[src/rtl/button_adder_display.sv]
// Button-driven adder: debounces the enter button, captures two operands,
// registers their sum/carry and drives a multiplexed hex 7-segment display.
module button_adder_display #(
    parameter int W            = 4,
    parameter int DEBOUNCE_CYC = 4,
    parameter int N_DIG        = 2,
    parameter int REFRESH_CYC  = 8
) (
    input  logic             clk,
    input  logic             rst_n,
    input  logic [W-1:0]     btn_input,
    input  logic             btn_enter,
    output logic [W-1:0]     f_out,
    output logic             L_out,
    output logic [6:0]       seg7_out,
    output logic [N_DIG-1:0] an_out,
    output logic [1:0]       state_out
);

    localparam int CNT_W = $clog2(DEBOUNCE_CYC);
    localparam int REF_W = (REFRESH_CYC > 1) ? $clog2(REFRESH_CYC) : 1;
    localparam int IDX_W = (N_DIG > 1) ? $clog2(N_DIG) : 1;
    localparam int DV_W  = 4 * N_DIG;
    localparam int EXT_W = (DV_W > W + 1) ? DV_W : W + 1;

    typedef enum logic [1:0] {
        WAIT_A = 2'b00,
        WAIT_B = 2'b01,
        SHOW   = 2'b10
    } state_t;

    logic             sync1_q, sync2_q;
    logic             db_q, db_d;
    logic             pulse_q, pulse_d;
    logic [CNT_W-1:0] cnt_q, cnt_d;

    state_t           state_q;
    logic [W-1:0]     a_q;
    logic [W-1:0]     f_q;
    logic             l_q;
    logic [W:0]       sum_d;

    logic [REF_W-1:0] ref_q;
    logic [IDX_W-1:0] idx_q;
    logic [EXT_W-1:0] dv_ext;
    logic [DV_W-1:0]  dv;
    logic [3:0]       nibble;

    // The pulse is issued on the same edge that flips db high, so the FSM
    // reacts one edge later without an extra edge-detect register.
    always_comb begin
        cnt_d   = cnt_q;
        db_d    = db_q;
        pulse_d = 1'b0;
        if (sync2_q == db_q) begin
            cnt_d = '0;
        end else if (cnt_q == CNT_W'(DEBOUNCE_CYC - 1)) begin
            cnt_d   = '0;
            db_d    = sync2_q;
            pulse_d = sync2_q;
        end else begin
            cnt_d = cnt_q + CNT_W'(1);
        end
    end

    always_ff @(posedge clk) begin
        if (!rst_n) begin
            sync1_q <= 1'b0;
            sync2_q <= 1'b0;
            db_q    <= 1'b0;
            cnt_q   <= '0;
            pulse_q <= 1'b0;
        end else begin
            sync1_q <= btn_enter;
            sync2_q <= sync1_q;
            db_q    <= db_d;
            cnt_q   <= cnt_d;
            pulse_q <= pulse_d;
        end
    end

    assign sum_d = {1'b0, a_q} + {1'b0, btn_input};

    always_ff @(posedge clk) begin
        if (!rst_n) begin
            state_q <= WAIT_A;
            a_q     <= '0;
            f_q     <= '0;
            l_q     <= 1'b0;
        end else if (pulse_q) begin
            case (state_q)
                WAIT_A: begin
                    a_q     <= btn_input;
                    state_q <= WAIT_B;
                end
                WAIT_B: begin
                    f_q     <= sum_d[W-1:0];
                    l_q     <= sum_d[W];
                    state_q <= SHOW;
                end
                SHOW: begin
                    a_q     <= btn_input;
                    state_q <= WAIT_B;
                end
                default: begin
                    state_q <= WAIT_A;
                end
            endcase
        end
    end

    always_ff @(posedge clk) begin
        if (!rst_n) begin
            ref_q <= '0;
            idx_q <= '0;
        end else if (ref_q == REF_W'(REFRESH_CYC - 1)) begin
            ref_q <= '0;
            idx_q <= (idx_q == IDX_W'(N_DIG - 1)) ? '0 : idx_q + IDX_W'(1);
        end else begin
            ref_q <= ref_q + REF_W'(1);
        end
    end

    always_comb begin
        case (state_q)
            WAIT_B:  dv_ext = EXT_W'(a_q);
            SHOW:    dv_ext = EXT_W'({l_q, f_q});
            default: dv_ext = '0;
        endcase
        dv = dv_ext[DV_W-1:0];
    end

    always_comb begin
        nibble = 4'h0;
        an_out = '0;
        for (int i = 0; i < N_DIG; i++) begin
            if (idx_q == IDX_W'(i)) begin
                nibble    = dv[4*i +: 4];
                an_out[i] = 1'b1;
            end
        end
    end

    function automatic logic [6:0] hex_to_seg(input logic [3:0] h);
        case (h)
            4'h0:    return 7'h3F;
            4'h1:    return 7'h06;
            4'h2:    return 7'h5B;
            4'h3:    return 7'h4F;
            4'h4:    return 7'h66;
            4'h5:    return 7'h6D;
            4'h6:    return 7'h7D;
            4'h7:    return 7'h07;
            4'h8:    return 7'h7F;
            4'h9:    return 7'h6F;
            4'hA:    return 7'h77;
            4'hB:    return 7'h7C;
            4'hC:    return 7'h39;
            4'hD:    return 7'h5E;
            4'hE:    return 7'h79;
            default: return 7'h71;
        endcase
    endfunction

    assign seg7_out  = hex_to_seg(nibble);
    assign f_out     = f_q;
    assign L_out     = l_q;
    assign state_out = state_q;

endmodule

[config.mk]
export PLATFORM = sky130hd
export DESIGN_NAME = button_adder_display
export DESIGN_NICKNAME = d
export VERILOG_FILES = /design/src/rtl/button_adder_display.sv
export SDC_FILE = /design/constraint.sdc
export NUM_CORES = 1
export LEC_CHECK = 0
export CAP_MARGIN = 20
export CORE_MARGIN = 5
export CORE_UTILIZATION = 30
export DETAILED_ROUTE_END_ITERATION = 8
export GPL_TIMING_DRIVEN = 1
export SYNTH_ARGS = -nofsm -noshare
export SYNTH_HDL_FRONTEND = slang
export SYNTH_SLANG_ARGS = --single-unit
[constraint.sdc]
create_clock -name clk -period 2.7 [get_ports clk]
set_input_delay 0.54 -clock clk [delete_from_list [all_inputs] [get_ports clk]]
set_output_delay 0.54 -clock clk [all_outputs]
set_load 0.01 [all_outputs]
==> run_results.csv <==
group,metric,value,unit
placement,number_of_port_buffers,22,
cells_and_area,mostFrequentLayoutCell,"sky130_fd_sc_hd__dfxtp_1",
pwr,pwrdens,289,nW/um2
synth,synthDistinctLibCells,45,
setup_path,crit_required,2.16,ns
synth,synth_sequential_area_ratio,30.2,%
pwr,leakagePower,0.812,nW
global_routing,vias_in_the_first_global_route,1145,
clock_network,holdBufCountCts,0,
floorplan,floorplan.rows,24,
global_routing,grt_pass1_wl,5.26,mm
setup_path,setup.worst_path.end_class,"output port",
drt,drt-wirelength-per-cell,13.0,um
global_routing,antenna_found_initial,0,
setup_path,critPathSlowestCell,"sky130_fd_sc_hd__dfxtp_2",
global_routing,pin_count_of_the_biggest_net_entering_global_routing,24,
global_routing,gr-total-overflow,0,
setup_path,critPathKind,"flip-flop to output port",
synth,netlist.top_cell.by_area,"sky130_fd_sc_hd__dfxtp_1",
synth,synth-warning-count,0,
timing,worst_slack,0.0909,ns
drt,routed-via-count,1139,
synth,yosys-top-cells-area,"sky130_fd_sc_hd__dfxtp_1, sky130_fd_sc_hd__ha_1, sky130_fd_sc_hd__mux2i_1",
drt,final_antenna_net_count,0,
timing,timing.slew.headroom,57.8,%
setup_path,cells_along_the_critical_path,"inv_2 -> buf_4 -> ha_4 -> nand3_4 -> inv_2 -> buf_4 -> ha_1 -> nand2_1 -> a31oi_1 -> o22ai_1 -> buf_2",
synth,post_synthesis_cell_area,1390,um2
floorplan,dieWidth,78.1,um
drt,post_drt_via_cell_ratio,4.87,
synth,post_synth_inst_count,145,
synth,ys_dominant_reg_cell,"sky130_fd_sc_hd__dfxtp_1",
clock_network,cts_inserted_buffers,3,
timing,finalSetupViolCount,0,
outcome,run_status,"finished, final reports clean",
timing,worstMarginPinSlew,0.632,ns
synth,syn-mean-instance-area,9.60,um2
clock_network,number_of_buffers_between_clock_root_and_the_deepest_sink,2,
cells_and_area,synthToLayoutAreaGrowth,37.7,%
hold_path,hold_path_class,"flip-flop to flip-flop",
pwr,irDropWorstVdd,0.000158,V
floorplan,initial_core_util,31.5,%
timing,upper_clock_frequency_limit,383,MHz
clock_network,tritoncts,"built",
floorplan,top_level_ports,23,
placement,dp_hpwl,2.28,mm
timing,skew,0.00539,ns
flow_run,cap_violations,0,
floorplan,die_height,78.1,um
timing,final.period_utilization,96.6,%
drt,first_iter_violations,37,
setup_path,critical_path_arrival,2.07,ns
clock_network,clkLatencyLatePin,0.26,ns
synth,synth.ff_latch_count,21,
clock_network,cts.clk_slew.worst_paths,0.08,ns
timing,report.final.slew_viol_count,0,
synth,syn_nets,172,
placement,place_congestion,0.798,
global_routing,grt_usage,10.1,%
drt,drc,0,
setup_path,worstPathMaxFanout,5,
synth,synth_top_area_share,30.2,%
placement,dp_cells,226,
setup_path,critical_path.n_buffers_inverters,5,
timing,min_period,2.61,ns
floorplan,die_area,6100,um2
cells_and_area,fin_cells,234,
cells_and_area,layout.cells.most_common_list,"sky130_fd_sc_hd__dfxtp_1, sky130_fd_sc_hd__buf_4, sky130_fd_sc_hd__clkdlybuf4s50_1, sky130_fd_sc_hd__nand2_1, sky130_fd_sc_hd__ha_1",
clock_network,cts_max_level,1,
drt,postRouteWirelength,3.03,mm
floorplan,core,4410,um2
cells_and_area,diode_count,0,
setup_path,critPathMaxStageDelay,0.35,ns
cells_and_area,post_route_cells_drive_above_1_share,30.2,%
cells_and_area,final_net_count,210,
timing,grt_setup_unrepaired,"yes",
setup_path,ff2ff_setup_slack,1.25,ns
clock_network,cts_num_sinks,21,
pwr,power.total,553,uW
synth,synth_enable_flop_cells,0,
setup_path,startpoint_type,"flip-flop",
clock_network,cts_root_buf,"sky130_fd_sc_hd__clkbuf_8",
placement,pre_cts_slack,-0.182,ns
setup_path,critical_path.top_delay_family,"buffers and inverters",
timing,finalHoldViolations,0,
synth,synthArstFlopShare,0,%
drt,drt_first_pass_iters,6,
cell families after synthesis:
group	Yosys count	synth area share, %
muxes	7	5.04
adders and majority gates	20	18.5
AOI/OAI and AO/OA	32	19.9
xor gates and xnor gates	3	1.89
buffers and inverters	16	5.58
DFF	21	30.2
and+or+nand+nor	46	18.9
state kept, by name (all words and copies together) (netlist names):
| register | count |
|---|---|
| f_out | 4 |
| a_q | 4 |
| pulse_q | 1 |
| sync1_q | 1 |
| L_out | 1 |
| cnt_q | 2 |
| db_q | 1 |
| sync2_q | 1 |
| state_out | 2 |
| ref_q | 3 |
| idx_q | 1 |
path summary, 6_finish.rpt:
path / startpoint / to / depth (start not counted)
setup / recovery: state_out[0] / seg7_out[3] / 11
hold / removal: cnt_q[0] / cnt_q[0] / 1
setup reg to reg: state_out[0] / a_q[3] / 6
hold reg to reg: cnt_q[0] / cnt_q[0] / 1
synthesized netlist by cell type (all sizes together), types with 2 or more instances:
library cell and instances:
a21boi 2, a21o 2, a21oi 6, a22o 3, a22oi 3, a2bb2oi 2, and2 4, and3b 2
buf 5, clkbuf 2, dfxtp 21, ha 19, inv 9, mux2i 7, nand2 13, nand3 3
nor2 7, nor2b 8, o21ai 5, o22a 2, o22ai 3, xnor2 2
worst reg2reg max path, stage by stage, from the launching register on:
cell	delay, ns
sky130_fd_sc_hd__dfxtp_2	0.35
sky130_fd_sc_hd__inv_2	0.05
sky130_fd_sc_hd__ha_4	0.17
sky130_fd_sc_hd__buf_4	0.17
sky130_fd_sc_hd__o21ai_2	0.31
sky130_fd_sc_hd__mux2i_1	0.23
sky130_fd_sc_hd__nor2b_1	0.06
routing by layer:
layer,GRT usage [%],share of wire [%]
met5,0,0
met3,1.60,3.0
met4,3.72,2.0
met2,16.6,49
met1,13.2,45
metrics by stage:
step | hold slack, ns | utilization, % | cell area, um2 | setup TNS (ns)
after CTS | 0.440 | 41.3 | 1820 | 0
after global routing | 0.452 | 43.4 | 1920 | -0.139
final | 0.434 | 43.4 | 1920 | 0
after floorplan | 0.403 | - | 1390 | 0
after detailed placement | 0.427 | 39.4 | 1740 | -0.907
after global placement | 0.410 | 39.4 | 1740 | -0.517
what timing repair did:
action                     in CTS  in global routing
pin swaps                       2                 10
setup buffers                   0                  4
setup endpoints to repair       7                  7
gates resized for setup        35                 20
cell type report:
| type | count | area, um2 |
|---|---|---|
| flip-flops and latches | 21 | 425 |
| multi-input cells | 108 | 1010 |
| clock inverters | 1 | 7.51 |
| inverters | 9 | 36.3 |
| clock buffers | 3 | 41.3 |
| fillers | 417 | 2500 |
| repair buffers | 40 | 328 |
| well taps | 52 | 65.1 |
where the power goes:
group / switching (mW) / leakage (nW) / total (mW) / internal [mW]
Combinational: 0.0118 / 0.618 / 0.0298 / 0.0180
Sequential: 0.00267 / 0.172 / 0.317 / 0.314
Clock: 0.103 / 0.0217 / 0.207 / 0.104
Note: power is estimated with default switching activity, not from simulation.
==> variant 1, RTL diff (config.mk and constraints unchanged) <==
Register the input `btn_input` before use, with the module's reset. The logic sees it one clock later. The other inputs are not delayed to match.
--- a/src/rtl/button_adder_display.sv
+++ b/src/rtl/button_adder_display.sv
@@ -29,4 +29,14 @@
         SHOW   = 2'b10
     } state_t;
+
+    logic [W-1:0] btn_input_q;
+
+    always_ff @(posedge clk) begin
+        if (!rst_n) begin
+            btn_input_q <= '0;
+        end else begin
+            btn_input_q <= btn_input;
+        end
+    end
 
     logic             sync1_q, sync2_q;
@@ -80,5 +90,5 @@
     end
 
-    assign sum_d = {1'b0, a_q} + {1'b0, btn_input};
+    assign sum_d = {1'b0, a_q} + {1'b0, btn_input_q};
 
     always_ff @(posedge clk) begin
@@ -91,5 +101,5 @@
             case (state_q)
                 WAIT_A: begin
-                    a_q     <= btn_input;
+                    a_q     <= btn_input_q;
                     state_q <= WAIT_B;
                 end
@@ -100,5 +110,5 @@
                 end
                 SHOW: begin
-                    a_q     <= btn_input;
+                    a_q     <= btn_input_q;
                     state_q <= WAIT_B;
                 end
Check against the original RTL: not equivalent (a bounded check fails within 10 cycles, from zero or initial values and one cycle with rst_n low).
==> variant 1 against the original RTL <==
Sequential power up 21%. Sequential cell count up 4. Critical endpoint is now seg7_out[0]. Power up 13%. Design area up 5.4%. Fmax down 0.49%. Setup slack worse by 0.013 ns. Wire length up 1.8%. Synthesized area up 6.5%. Largest cell class unchanged. Register-to-register slack worse by 0.07 ns.
==> variant 1: results (changes against the original RTL) <==
outcome finished, final reports clean; Final GP Congestion 0.8526 (+6.9%); Cell Area, Placed 1862 µm² (+7.1%); DR iter-0 viols 23 (-38%); Total Routed Length 3086 µm (+1.8%); met2 Use GR 17.47% (+0.83 points); GR Util All Layers 10.14% (+0.048 points); initial antenna violation count 0 (unchanged); FILL cells 499 (+20%); Avg Cell Area, Syn 9.682 µm² (+0.91%); syn_nets 180 (+4.7%); internal cell power 0.4988 mW (+14%); Synth cell types 46 (+2.2%); R2R Setup Slk 1.18 ns (-0.07 ns); Leakage 0.8634 nW (+6.4%); buffer count from post-CTS setup fixing 1 (+1); via/cell ratio 4.500 (-7.6%); clk_skew 0.001997 ns (-0.003389 ns); delay-heaviest family, CP compound AO/OA/AOI/OAI gates; peak supply drop 0.2450 mV (+55%); met3 wire length 161 µm (+75%); Layout Nets 219 (+4.3%); fin cells 258 (+10%); largest net degree at the start of global routing 28 (+17%); share of cells above drive strength 1 29.32% (-0.90 points); grt met3 use 2.018% (+0.42 points); met2 WL 1447 µm (-3.3%); Post-Place Cells 251 (+11%); top post-synthesis cells by count dfxtp_1, ha_1, nand2_1, nor2b_1, inv_1
## variant 1: cell types whose count changed after synthesis, sizes merged
cell | before | now
and2 | 4 | 8
dfxtp | 21 | 25
nand2 | 13 | 11
nor2b | 8 | 10
a21boi | 2 | 1
a21oi | 6 | 7
nor3 | 1 | 2
xnor2 | 2 | 1
## variant 1: cells by family after synthesis
kind of cell / share of synthesized area (%)
buffers and inverters: 5.236
flip-flops: 33.78
XOR/XNOR: 1.183
adder cells (fa/ha/maj): 17.40
AND/OR/NAND/NOR: 20.10
AO/OA/AOI/OAI: 17.57
multiplexers: 4.730
## variant 1: cell type report
cell class                      instances  share of cell area [%]
Inverter                                9                   1.798
Timing Repair Buffer                   41                   16.43
Clock inverter                          1                  0.2480
Clock buffer                            3                   2.046
Sequential cell                        25                   24.92
Tap cell                               67                   4.154
Multi-Input combinational cell        112                   50.40
## variant 1: power by group through the flow
stage / clock (mW) / combinational [mW] / sequential, mW
2_1_floorplan: 0 / 0.0173 / 0.389
3_3_place_gp: 0 / 0.0295 / 0.390
3_5_place_dp: 0 / 0.0298 / 0.390
4_1_cts: 0.223 / 0.0303 / 0.382
5_1_grt: 0.236 / 0.0342 / 0.383
6_report: 0.214 / 0.0297 / 0.382
## variant 1: stage by stage
stage	util, %	hold WS [ns]	setup WS (ns)
final	42.45	0.4388	0.07810
after global routing	42.45	0.4532	-0.05599
after floorplan	-	0.4033	0.04656
after CTS	41.53	0.4410	-0.002683
after global placement	39.16	0.4150	-0.1109
after detailed placement	39.16	0.4228	-0.1570
## variant 1: final timing paths
path         depth (start not counted)                  end
max                                 10          seg7_out[0]
min                                  1   sync2_q$_SDFF_PN0_
max reg2reg                          7  a_q[2]$_SDFFE_PN0P_
min reg2reg                          1   sync2_q$_SDFF_PN0_
==> variant 2, RTL diff (same settings) <==
Made on the original files. Set the parameter `DEBOUNCE_CYC` to 8 (it was 4).
--- a/src/rtl/button_adder_display.sv
+++ b/src/rtl/button_adder_display.sv
@@ -3,5 +3,5 @@
 module button_adder_display #(
     parameter int W            = 4,
-    parameter int DEBOUNCE_CYC = 4,
+    parameter int DEBOUNCE_CYC = 8,
     parameter int N_DIG        = 2,
     parameter int REFRESH_CYC  = 8
Check against the original RTL: not equivalent (a bounded check fails within 10 cycles, from zero or initial values and one cycle with rst_n low).
==> variant 2 against the original RTL <==
Setup slack lost 0.031 ns. Via count grew 6.7%. Worst hold slack lost 0.0056 ns. Clock power grew 13%. Register-to-register slack lost 0.06 ns. Global-route usage grew 0.89 points. Design area grew 3.1%. Synthesized area shrank 0.99%. Sequential cell count grew 1. Power grew 7.3%. Wire length grew 7.1%. Die area shrank 0.86%.
==> variant 2: results (changes against the original RTL) <==
outcome finished, final reports clean; Leakage 0.8650 nW (+6.6%); final setup violation count 0 (unchanged); Comb power 0.0289 mW (-3%); Clock group 0.233 mW (+13%); share of cells above drive strength 1 31.41% (+1.2 points); clk_skew 0.001038 ns (-0.004348 ns); met1 Usage GRT 12.93% (-0.28 points); first-pass detailed-route iteration total 4 (-2); DR iter-0 viols 18 (-51%); Post-Place Cells 235 (+4.0%); Post-Place Worst Slack -0.1990 ns (-0.01708 ns); Critical R2R Launch a_q[0]$_SDFFE_PN0P_; Seq/Total Area, Yosys 31.97% (+1.8 points); met3 wire length 152 µm (+65%); Clk network pwr share 39.3% (+1.9 points); reg2reg path depth 7 (+1); post-route setup slack 0.06013 ns (-0.03082 ns); Rel. slew slack 74.65% (+17 points); GR Util All Layers 10.99% (+0.89 points); crit-path max cell delay 0.33 ns (-0.02 ns); met2 WL 1647 µm (+10%); Critical Path Source state_out[1]$_SDFFE_PN0P_; Worst Path Max Fanout 6 (+1); first-pass GRT wire length 5589 µm (+6.2%); Cell Area, Placed 1793 µm² (+3.2%); CTS H-tree lvls 1 (unchanged); net load switching power 0.1170 mW (about the same); grt met3 use 1.968% (+0.37 points); buffer count from post-CTS setup fixing 3 (+3); Total Routed Length 3247 µm (+7.1%); largest cells by area after synthesis dfxtp_1, ha_1, mux2i_1; fin util 44.73% (+1.3 points); Final GP Congestion 0.8256 (+3.5%); vias in the first global route 1,248 (+9.0%); largest net degree at the start of global routing 14 (-42%); CP Data Arrival Time 2.10 ns (+0.03 ns); FILL cells 435 (+4.3%); hold_ws 0.4288 ns (-0.005644 ns); R2R Path End f_out[2]$_SDFFE_PN0P_; syn_nets 173 (+0.58%); CTS resizes 37 (+5.7%); Synth cell types 41 (-8.9%); met2 Use GR 19.20% (+2.6 points); HPWL after DPL 2517 µm (+10%)
==> variant 2: cell type report <==
class	count	share of cell area, %
Inverter	10	2.155
Tap cell	52	3.295
Sequential cell	22	22.56
Timing Repair Buffer	48	19.52
Clock buffer	4	2.788
Multi-Input combinational cell	107	49.68
==> variant 2: cells by family (layout without fill, tap and decap cells) <==
group / count (synthesis) / in the layout / synth area share [%]
AND/OR/NAND/NOR: 44 / 44 / 18.80
AO/OA/AOI/OAI: 32 / 32 / 17.26
flip-flops: 22 / 22 / 31.97
adder cells (fa/ha/maj): 21 / 21 / 19.62
buffers and inverters: 16 / 62 / 5.268
multiplexers: 8 / 8 / 5.813
XOR/XNOR: 2 / 2 / 1.272
==> variant 2: critical path, delay by kind of cell (launching register included) <==
family,cells,cell delay [ns]
simple gates,1,0.10
flops,1,0.33
buf+inv,3,0.37
fa+ha+maj,2,0.41
compound gates,4,0.43
mux,1,0.18
